<file path="config.mk">
export PLATFORM = sky130hd
export DESIGN_NAME = stepper_pulse_scheduler_flat
export DESIGN_NICKNAME = d
export VERILOG_FILES = /design/src/rtl/stepper_pulse_scheduler_if.sv /design/src/rtl/stepper_pulse_scheduler.sv /design/src/flat_wrapper.sv
export SDC_FILE = /design/constraint.sdc
export NUM_CORES = 1
export LEC_CHECK = 0
export ABC_AREA = 1
export CAP_MARGIN = 15
export CORE_MARGIN = 1
export CORE_UTILIZATION = 24
export CTS_BUF_LIST = sky130_fd_sc_hd__clkbuf_4
export CTS_CLUSTER_SIZE = 28
export DETAILED_ROUTE_END_ITERATION = 12
export HOLD_SLACK_MARGIN = 0.05
export MAX_ROUTING_LAYER = met4
export PLACE_DENSITY = 0.46
export SYNTH_ARGS = -nofsm -noshare
export SYNTH_HDL_FRONTEND = slang
export SYNTH_SLANG_ARGS = --single-unit
</file>
<file path="constraint.sdc">
create_clock -name clk -period 2.8 [get_ports clk]
set_input_delay 0.56 -clock clk [delete_from_list [all_inputs] [get_ports clk]]
set_output_delay 0.56 -clock clk [all_outputs]
set_load 0.05 [all_outputs]
</file>
<file path="src/rtl/stepper_pulse_scheduler_if.sv">
// rtl/stepper_pulse_scheduler_if.sv - command/pulse bundle between SCARA controller and the pulse scheduler
interface stepper_pulse_scheduler_if #(
  parameter int STEP_W = 8
);
  logic [STEP_W-1:0] steps1;
  logic [STEP_W-1:0] steps2;
  logic              dir1;
  logic              dir2;
  logic              dataReady;
  logic              step1_out;
  logic              step2_out;
  logic              dir1_out;
  logic              dir2_out;
  logic              busy;
  logic              stepperReady;

  // controller side
  modport master (
    output steps1, steps2, dir1, dir2, dataReady,
    input  step1_out, step2_out, dir1_out, dir2_out, busy, stepperReady
  );

  // scheduler side
  modport slave (
    input  steps1, steps2, dir1, dir2, dataReady,
    output step1_out, step2_out, dir1_out, dir2_out, busy, stepperReady
  );
endinterface

</file>
<file path="src/rtl/stepper_pulse_scheduler.sv">
// rtl/stepper_pulse_scheduler.sv - two-axis STEP/DIR pulse scheduler; SCARA_STEP_INTERP_EN selects Bresenham interpolation
module stepper_pulse_scheduler #(
  parameter int STEP_W      = 8,
  parameter int STEP_PERIOD = 5000,
  parameter int PULSE_HIGH  = 100,
  parameter int DIR_SETUP   = 50
) (
  input  logic                     clk,
  input  logic                     reset,
  stepper_pulse_scheduler_if.slave bus
);

  typedef enum logic [2:0] {IDLE, LOAD, SETUP, HIGH, LOW, DONE} state_t;

  localparam int LOW_CYC = STEP_PERIOD - PULSE_HIGH;
  localparam int TMAX    = (DIR_SETUP > STEP_PERIOD) ? DIR_SETUP : STEP_PERIOD;
  localparam int TW      = $clog2(TMAX + 1);
  localparam int EW      = STEP_W + 2;

  state_t            state, state_n;
  logic [TW-1:0]     tmr;
  logic              tmr_done;
  logic [STEP_W-1:0] s1_q, s2_q;
  logic              dir1_q, dir2_q;
  logic [STEP_W-1:0] major;
  logic [STEP_W-1:0] ticks;
  logic              enter_high;
  logic              fire1, fire2;

  assign major      = (s1_q >= s2_q) ? s1_q : s2_q;
  assign enter_high = (state_n == HIGH) && (state != HIGH);

  // end-of-phase detect for the timed states
  always_comb begin
    tmr_done = 1'b0;
    case (state)
      SETUP:   tmr_done = (tmr == TW'(DIR_SETUP - 1));
      HIGH:    tmr_done = (tmr == TW'(PULSE_HIGH - 1));
      LOW:     tmr_done = (tmr == TW'(LOW_CYC - 1));
      default: tmr_done = 1'b0;
    endcase
  end

  // next-state logic
  always_comb begin
    state_n = state;
    case (state)
      IDLE:    if (bus.dataReady) state_n = LOAD;
      LOAD:    state_n = (major == '0) ? DONE : SETUP;
      SETUP:   if (tmr_done) state_n = HIGH;
      HIGH:    if (tmr_done) state_n = LOW;
      LOW:     if (tmr_done) state_n = (ticks == STEP_W'(1)) ? DONE : HIGH;
      DONE:    state_n = IDLE;
      default: state_n = DONE;
    endcase
  end

`ifdef SCARA_STEP_INTERP_EN
  logic                 axis1_major;
  logic [STEP_W-1:0]    minor;
  logic signed [EW-1:0] err, err_sub, err_n;
  logic                 minor_fire;

  // Bresenham tick decision; ties make axis 1 major and both axes fire every tick
  always_comb begin
    axis1_major = (s1_q >= s2_q);
    minor       = axis1_major ? s2_q : s1_q;
    err_sub     = err - $signed({2'b00, minor});
    minor_fire  = (err_sub < 0);
    err_n       = minor_fire ? (err_sub + $signed({2'b00, major})) : err_sub;
    fire1       = axis1_major | minor_fire;
    fire2       = ~axis1_major | minor_fire;
  end

  // error accumulator: seeded in LOAD, advanced once per tick
  always_ff @(posedge clk or posedge reset) begin
    if (reset) begin
      err <= '0;
    end else if (state == LOAD) begin
      err <= $signed({2'b00, major >> 1});
    end else if (enter_high) begin
      err <= err_n;
    end
  end
`else
  logic [STEP_W-1:0] rem1, rem2;

  // each axis fires while it still has steps left; the shorter one finishes early
  always_comb begin
    fire1 = (rem1 != '0);
    fire2 = (rem2 != '0);
  end

  // per-axis remaining step counts
  always_ff @(posedge clk or posedge reset) begin
    if (reset) begin
      rem1 <= '0;
      rem2 <= '0;
    end else if (state == LOAD) begin
      rem1 <= s1_q;
      rem2 <= s2_q;
    end else if (enter_high) begin
      if (fire1) rem1 <= rem1 - 1'b1;
      if (fire2) rem2 <= rem2 - 1'b1;
    end
  end
`endif

  // state, timers, command capture and registered outputs
  always_ff @(posedge clk or posedge reset) begin
    if (reset) begin
      state            <= DONE;
      tmr              <= '0;
      s1_q             <= '0;
      s2_q             <= '0;
      dir1_q           <= 1'b0;
      dir2_q           <= 1'b0;
      ticks            <= '0;
      bus.step1_out    <= 1'b0;
      bus.step2_out    <= 1'b0;
      bus.dir1_out     <= 1'b0;
      bus.dir2_out     <= 1'b0;
      bus.busy         <= 1'b0;
      bus.stepperReady <= 1'b0;
    end else begin
      state <= state_n;
      // timer restarts on every state change and rests outside the timed states
      if (state_n != state || state_n == IDLE || state_n == DONE) tmr <= '0;
      else                                                        tmr <= tmr + 1'b1;

      if (state == IDLE && bus.dataReady) begin
        s1_q   <= bus.steps1;
        s2_q   <= bus.steps2;
        dir1_q <= bus.dir1;
        dir2_q <= bus.dir2;
      end

      if (state == LOAD) begin
        bus.dir1_out <= dir1_q;
        bus.dir2_out <= dir2_q;
        ticks        <= major;
      end

      if (state == LOW && tmr_done) ticks <= ticks - 1'b1;

      if (enter_high) begin
        bus.step1_out <= fire1;
        bus.step2_out <= fire2;
      end else if (state_n != HIGH) begin
        bus.step1_out <= 1'b0;
        bus.step2_out <= 1'b0;
      end

      bus.busy         <= (state_n == LOAD) || (state_n == SETUP) ||
                          (state_n == HIGH) || (state_n == LOW);
      bus.stepperReady <= (state == DONE);
    end
  end

endmodule
</file>
<file path="src/flat_wrapper.sv">
// flat-port wrapper written by rule: the top's interface ports become plain ports
module stepper_pulse_scheduler_flat 
#(
  parameter int STEP_W      = 8,
  parameter int STEP_PERIOD = 5000,
  parameter int PULSE_HIGH  = 100,
  parameter int DIR_SETUP   = 50
)
  (clk, reset, bus_steps1, bus_steps2, bus_dir1, bus_dir2, bus_dataReady, bus_step1_out, bus_step2_out, bus_dir1_out, bus_dir2_out, bus_busy, bus_stepperReady);
  stepper_pulse_scheduler_if #(.STEP_W(STEP_W)) bus_i ();
  input  logic clk;
  input  logic reset;
  input wire logic [$bits(bus_i.steps1)-1:0] bus_steps1;
  input wire logic [$bits(bus_i.steps2)-1:0] bus_steps2;
  input wire logic [$bits(bus_i.dir1)-1:0] bus_dir1;
  input wire logic [$bits(bus_i.dir2)-1:0] bus_dir2;
  input wire logic [$bits(bus_i.dataReady)-1:0] bus_dataReady;
  output wire logic [$bits(bus_i.step1_out)-1:0] bus_step1_out;
  output wire logic [$bits(bus_i.step2_out)-1:0] bus_step2_out;
  output wire logic [$bits(bus_i.dir1_out)-1:0] bus_dir1_out;
  output wire logic [$bits(bus_i.dir2_out)-1:0] bus_dir2_out;
  output wire logic [$bits(bus_i.busy)-1:0] bus_busy;
  output wire logic [$bits(bus_i.stepperReady)-1:0] bus_stepperReady;
  assign bus_i.steps1 = bus_steps1;
  assign bus_i.steps2 = bus_steps2;
  assign bus_i.dir1 = bus_dir1;
  assign bus_i.dir2 = bus_dir2;
  assign bus_i.dataReady = bus_dataReady;
  assign bus_step1_out = bus_i.step1_out;
  assign bus_step2_out = bus_i.step2_out;
  assign bus_dir1_out = bus_i.dir1_out;
  assign bus_dir2_out = bus_i.dir2_out;
  assign bus_busy = bus_i.busy;
  assign bus_stepperReady = bus_i.stepperReady;
  stepper_pulse_scheduler #(.STEP_W(STEP_W), .STEP_PERIOD(STEP_PERIOD), .PULSE_HIGH(PULSE_HIGH), .DIR_SETUP(DIR_SETUP)) u_core (.clk(clk), .reset(reset), .bus(bus_i));
endmodule
</file>
==> results of run 1 <==
routing by layer:
| layer | GRT usage (%) | up-vias |
|---|---|---|
| li1 | - | 1720 |
| met1 | 16.9 | 1600 |
| met2 | 20.4 | 66 |
| met3 | 3.24 | 12 |
| met4 | 4.72 | 0 |
| met5 | - | - |
layout by cell type, fill, tap and decap left out, types with 3 or more instances in the layout:
cell	Yosys	final
nor2_1	51	49
nand2_4	3	4
buf_4	0	8
xnor2_1	7	7
nand3_2	3	3
xor2_1	8	8
inv_1	63	62
clkdlybuf4s50_1	0	26
a21oi_1	26	26
nor3_1	11	11
nor2_4	3	3
ha_1	15	15
nor3_2	11	11
nor2_2	1	3
inv_2	2	3
o21ai_0	27	27
dfrtp_1	62	62
o221ai_1	4	4
clkbuf_4	0	11
nand3_1	56	55
nand2_2	5	3
nand2_1	107	107
worst max-delay path: stages (launching register included):
cell and delay (ps):
dfrtp_1 390, inv_1 100, ha_1 250, a21oi_1 160
o21a_1 330, nand3_1 120, nand2_1 150, nand2_1 80
nor2_2 160, nand2_1 70, nand2_1 140, nand2_4 100
nand3_2 120, nand2_8 110, nand3_1 100, nand2_1 70
cell type report:
type	count	area, µm²
sequential	64	1600
timing repair buffer	36	360
clock buffer	11	82.6
multi-input combinational	362	2040
tap	216	270
fill	1736	11300
inverter	66	250
clock inverter	5	47.5
logic make-up (layout without fill, tap and decap cells):
logic type / count (synthesis) / in the layout
muxes: 2 / 2
adders and majority gates: 15 / 15
and+or+nand+nor: 261 / 261
xor gates and xnor gates: 15 / 15
buffers and inverters: 81 / 118
AOI/OAI and AO/OA: 69 / 69
DFF: 64 / 64
report_power, final:
part | internal [mW] | leakage [nW] | switching (mW)
Clock | 0.284 | 0.0757 | 0.358
Sequential | 0.924 | 0.658 | 0
Combinational | 0.0261 | 1.39 | 0.0231
worst paths after layout:
kind | from | end | slack, ps | cells past startpoint
hold / removal | reset | u_core.tmr[9] | 390 | 2
hold reg to reg | u_core.dir1_q | u_core.bus.dir1_out | 480 | 2
max in group asynchronous | reset | u_core.state[0] | 1690 | 3
min in group clk | u_core.dir1_q | u_core.bus.dir1_out | 480 | 2
setup reg to reg | u_core.s2_q[5] | u_core.rem2[3] | 220 | 15
setup / recovery | u_core.s2_q[5] | u_core.rem2[3] | 220 | 15
stage by stage:
step | setup WS, ps | utilization (%) | instance area (µm²) | hold slack (ps) | cells
detailed placement | 104 | 28.1 | 4480 | 469 | 744
finish | 222 | 29.2 | 4660 | 385 | 760
CTS | 101 | 28.9 | 4610 | 364 | 760
floorplan | 589 | - | 3930 | 444 | 507
global placement | 191 | 28.1 | 4480 | 467 | 744
global route | -13.9 | 29.2 | 4660 | 399 | 760
registers in the layout (all words and copies together) (netlist names):
| signal | count |
|---|---|
| u_core.state | 3 |
| u_core.rem2 | 8 |
| u_core.rem1 | 8 |
| u_core.s1_q | 8 |
| u_core.tmr | 13 |
| u_core.bus.busy | 1 |
| u_core.ticks | 8 |
| u_core.bus.dir1_out | 1 |
| u_core.bus.step1_out | 1 |
| u_core.bus.dir2_out | 1 |
| u_core.dir1_q | 1 |
| u_core.bus.stepperReady | 1 |
| u_core.dir2_q | 1 |
| u_core.s2_q | 8 |
| u_core.bus.step2_out | 1 |
==> out/metrics.cfg, run 1 <==
[place]
place_hpwl_mm = 7.02
io_buffers = 26
place.gp.congestion = 0.895

[sta]
fmax_mhz = 388
fin_crit_sh_pct = 92.1
hold_violations = 0
worst_slew_pin_slew_ps = 642
finalCriticalPeriod_ps = 2580
setup-tns-final_ps = 0
slew_headroom_pct = 57.2
clock_skew_ps = 15.2
setup_viol = 0
slew_viol_final = 0

[critical_path]
critPathMaxFanout = 16
worst_ep_required_time_ps = 3140
arrival_ps = 2910
cp-end-kind = flip-flop
start_kind = flip-flop
crit_type = reg -> reg

[synth]
synthTopCellsByArea = dfrtp_1, nand2_1, nand3_1
synth_simple_gate_area_share_pct = 32.1
yosysTopAreaCell = dfrtp_1
seq_area_frac_synth_pct = 40.9
yosysWarnings = 0
synth_top_family_by_area = simple AND/OR/NAND/NOR gates
synth-compound-area-share_pct = 9.88
syn_nets = 543
synthTopCellsByCount = nand2_1, inv_1, dfrtp_1, nand3_1, nor2_1
synth.distinct_cells = 42
muxShareOfSynthArea_pct = 0.574
synth.most_common_cell = nand2_1
syn-mean-instance-area_um2 = 7.74
ys_ff_latch = 64
synth_edf_count = 0
synth_cells = 507
async_reset_ff_share_pct = 100
synth_top_area_share_pct = 39.5
syn_area_um2 = 3930
synthFlopType = dfrtp_1
synthXorXnorAreaFrac_pct = 3.35
yosys.area_share.adder_pct = 4.78

[global_route]
grt_antenna_before_repair = 0
overflow = 0
grt_pass1_wl_mm = 16.6
grt_usage_pct = 13.3
grt_pass1_vias = 3350
grt_max_degree = 37

[outcome]
status = complete, no violations

[detailed_routing]
maxUsedRoutingLayer = met4
drc = 0
ant_nets = 0
vias_per_cell = 4.47
met3_length_um = 427
dr_wl_met2_mm = 4.39
routed_wirelength_mm = 9.73
drt-met1-wl_mm = 4.72
routedWlPerCell_um = 12.8
drt_first_pass_iters = 4
num_vias = 3398
drtIter0Drc = 277

[floorplan]
die_width_um = 130
die_y_um = 130
die_area_um2 = 16900
io_pins = 27
row_count = 46
coreArea_um2 = 15900
initial_core_util_pct = 24.6

[worst_hold_path]
hold_class = in -> async

[clock_network]
tritoncts = built
cts_root_buffer = clkbuf_4
holdBufCountCts = 0
worstSkewPairLatency_ps = 450
cts_buffer_depth = 2
cts_setup_buffers = 0
path_clk_slew_ps = 120
ctsResizeCount = 0
cts_num_sinks = 64
cts_buffers = 9
htree_num_levels = 3

[layout]
drive_gt1_share_pct = 12.1
syn_to_final_growth_pct = 18.7
nNetsFinal = 575
antenna_cells = 0

[run]
cap_violations = 0

[power]
p_leak_nw = 2.13
fin_total_pwr_mw = 1.62
vdd_ir_drop_max_mv = 0.220
power_density_nw_per_um2 = 347

(Power assumes the default switching activity.)
==> inputs of run 2 (changes only) <==
Settings changed: CORE_MARGIN 1 to 5, SETUP_SLACK_MARGIN from default to 0.2.
==> out/metrics.cfg, run 2 (synthesized netlist as in run 1, its figures left out) <==
[place]
io_buffers = 26  ; unchanged
place.gp.congestion = 0.828  ; -7.6%
place_hpwl_mm = 7.27  ; +3.5%

[layout]
syn_to_final_growth_pct = 22.5
drive_gt1_share_pct = 16.9  ; +4.7 points
final-seq-area_um2 = 1610  ; about the same
final_cell_mix = nand2_1, dfrtp_1, inv_1
antenna_cells = 0  ; unchanged
nNetsFinal = 582  ; +1.2%
top_register = u_core.tmr
multiInputGateArea_um2 = 2150  ; +5.3%
final_common_cell = nand2_1
post-route-util_pct = 30.2  ; +0.94 points
largest_reg_flops = 13  ; unchanged
num-fill-cells = 1710  ; -1.5%

[floorplan]
row_count = 46  ; unchanged
io_pins = 27  ; unchanged
die_y_um = 138  ; +6.2%
initial_core_util_pct = 24.6  ; unchanged
coreArea_um2 = 15900  ; unchanged
die_area_um2 = 19000  ; +13%
die_width_um = 138  ; +6.2%

[detailed_routing]
drtIter0Drc = 186  ; -33%
routed_wirelength_mm = 10.5  ; +7.6%
vias_per_cell = 4.57  ; +2.2%
ant_nets = 0  ; unchanged
drt_first_pass_iters = 5  ; +1
routedWlPerCell_um = 13.7  ; +6.7%
drc = 0  ; unchanged
num_vias = 3504  ; +3.1%

[critical_path]
critPathMaxFanout = 12  ; -4
cp-end-kind = flip-flop
r2r_cells = 14  ; -1
start_kind = flip-flop
r2r_slack_ps = 390  ; +160 ps
worst_ep_required_time_ps = 3180  ; +40 ps
r2r-end = u_core.tmr[12]
arrival_ps = 2790  ; -120 ps
crit_type = reg -> reg
regToRegStartpoint = u_core.state[0]

[clock_network]
htree_num_levels = 3  ; unchanged
cts_num_sinks = 64  ; unchanged
cts_buffer_depth = 2  ; unchanged
cts_buffers = 9  ; unchanged
worstSkewPairLatency_ps = 450  ; about the same
path_clk_slew_ps = 120  ; about the same
cts_root_buffer = clkbuf_4
tritoncts = built

[global_route]
overflow = 0  ; unchanged
grt_pass1_vias = 3307  ; -1.3%
grt_antenna_before_repair = 0  ; unchanged
grt_pass1_wl_mm = 16.8  ; +1.0%
grt_max_degree = 37  ; unchanged
grt_usage_pct = 11.8  ; -1.5 points

[sta]
setup-tns-final_ps = 0  ; unchanged
rsz0062_at_grt = no
setup_viol = 0  ; unchanged
fmax_mhz = 414  ; +6.8%
slew_viol_final = 0  ; unchanged
clock_skew_ps = 14.8  ; -0.375 ps
hold_violations = 0  ; unchanged
fin_crit_sh_pct = 86.2  ; -5.9 points
finalCriticalPeriod_ps = 2410  ; -165 ps
worst_slew_pin_slew_ps = 744  ; +102 ps
holdWs_ps = 419  ; +33.3 ps
slew_headroom_pct = 50.4  ; -6.8 points

[power]
vdd_ir_drop_max_mv = 0.255  ; +16%
p_leak_nw = 2.18  ; +2.5%
fin_total_pwr_mw = 1.63  ; +1.1%
power_density_nw_per_um2 = 339  ; -2.1%

[run]
cap_violations = 0  ; unchanged

[worst_hold_path]
hold_class = in -> async

[outcome]
status = complete, no violations

==> run 2: cell types whose count changed in the layout (fill, tap and decap cells not counted), moves of 4 or more <==
cell | previous run | this run
nand2_2 | 3 | 12
inv_1 | 62 | 58
inv_2 | 3 | 7
nand2_1 | 107 | 98
==> run 2: through the flow <==
step / setup WS (ps) / cells / cell area (µm²)
floorplan: 589 / 507 / 3930
global route: 176 / 767 / 4810
detailed placement: 119 / 741 / 4470
CTS: 197 / 757 / 4630
global placement: 187 / 741 / 4470
finish: 387 / 767 / 4810
==> run 2: worst max-delay path by stage <==
stage	start	to	slack, ps	depth (start not counted)
after floorplan	u_core.s2_q[7]	u_core.rem2[1]	590	17
after global placement	u_core.s2_q[3]	u_core.tmr[12]	190	17
after detailed placement	u_core.s2_q[3]	u_core.tmr[0]	120	17
after CTS	u_core.s2_q[3]	u_core.tmr[12]	200	17
after global routing	u_core.s2_q[7]	u_core.rem1[2]	180	15
final	u_core.state[0]	u_core.tmr[12]	390	14
==> run 2: report_power, final <==
part | leakage, nW | internal (mW) | switching, mW
clock | 0.0738 | 0.277 | 0.380
sequential | 0.657 | 0.924 | 0
combinational | 1.45 | 0.0280 | 0.0236
total | 2.18 | 1.23 | 0.403
==> run 2: final cells by class <==
type,count,area share (%)
multi-input combinational,366,44.8
tap,216,5.62
timing repair buffer,39,8.22
inverter,66,5.20
clock buffer,10,1.56
sequential,64,33.4
clock inverter,6,1.25
==> run 2: timing repair <==
item | in CTS | in global routing
hold buffers | 0 | 0
pin swaps | 0 | 14
buffers inserted | 0 | 6
endpoints found under the setup margin | 29 | 32
resized for setup | 3 | 31
cloned | 0 | 4
==> run 2: metal layers <==
| metal | track usage (%) | part of all wire, % |
|---|---|---|
| met5 | - | 0 |
| met3 | 3.59 | 4.0 |
| met4 | 3.40 | 1.7 |
| met1 | 14.9 | 48 |
| met2 | 18.2 | 47 |
==> run 2: worst max-delay path: stages (launching register included) <==
cell and delay, ps:
dfstp_2 600, nand3_4 170, inv_2 150, nand2_1 80
nand3_2 100, nor2_4 50, nand2_4 70, inv_2 50
nand2_2 180, nand2_1 90, nor2_2 200, nand2_4 130
nand2_2 150, nand3_4 150, nor3_1 170
==> inputs of run 3 (changes only) <==
Settings changed: GPL_ROUTABILITY_DRIVEN from default to 0.
==> results of run 3 <==
Final layout, timing and power as in run 2 (identical DEF).
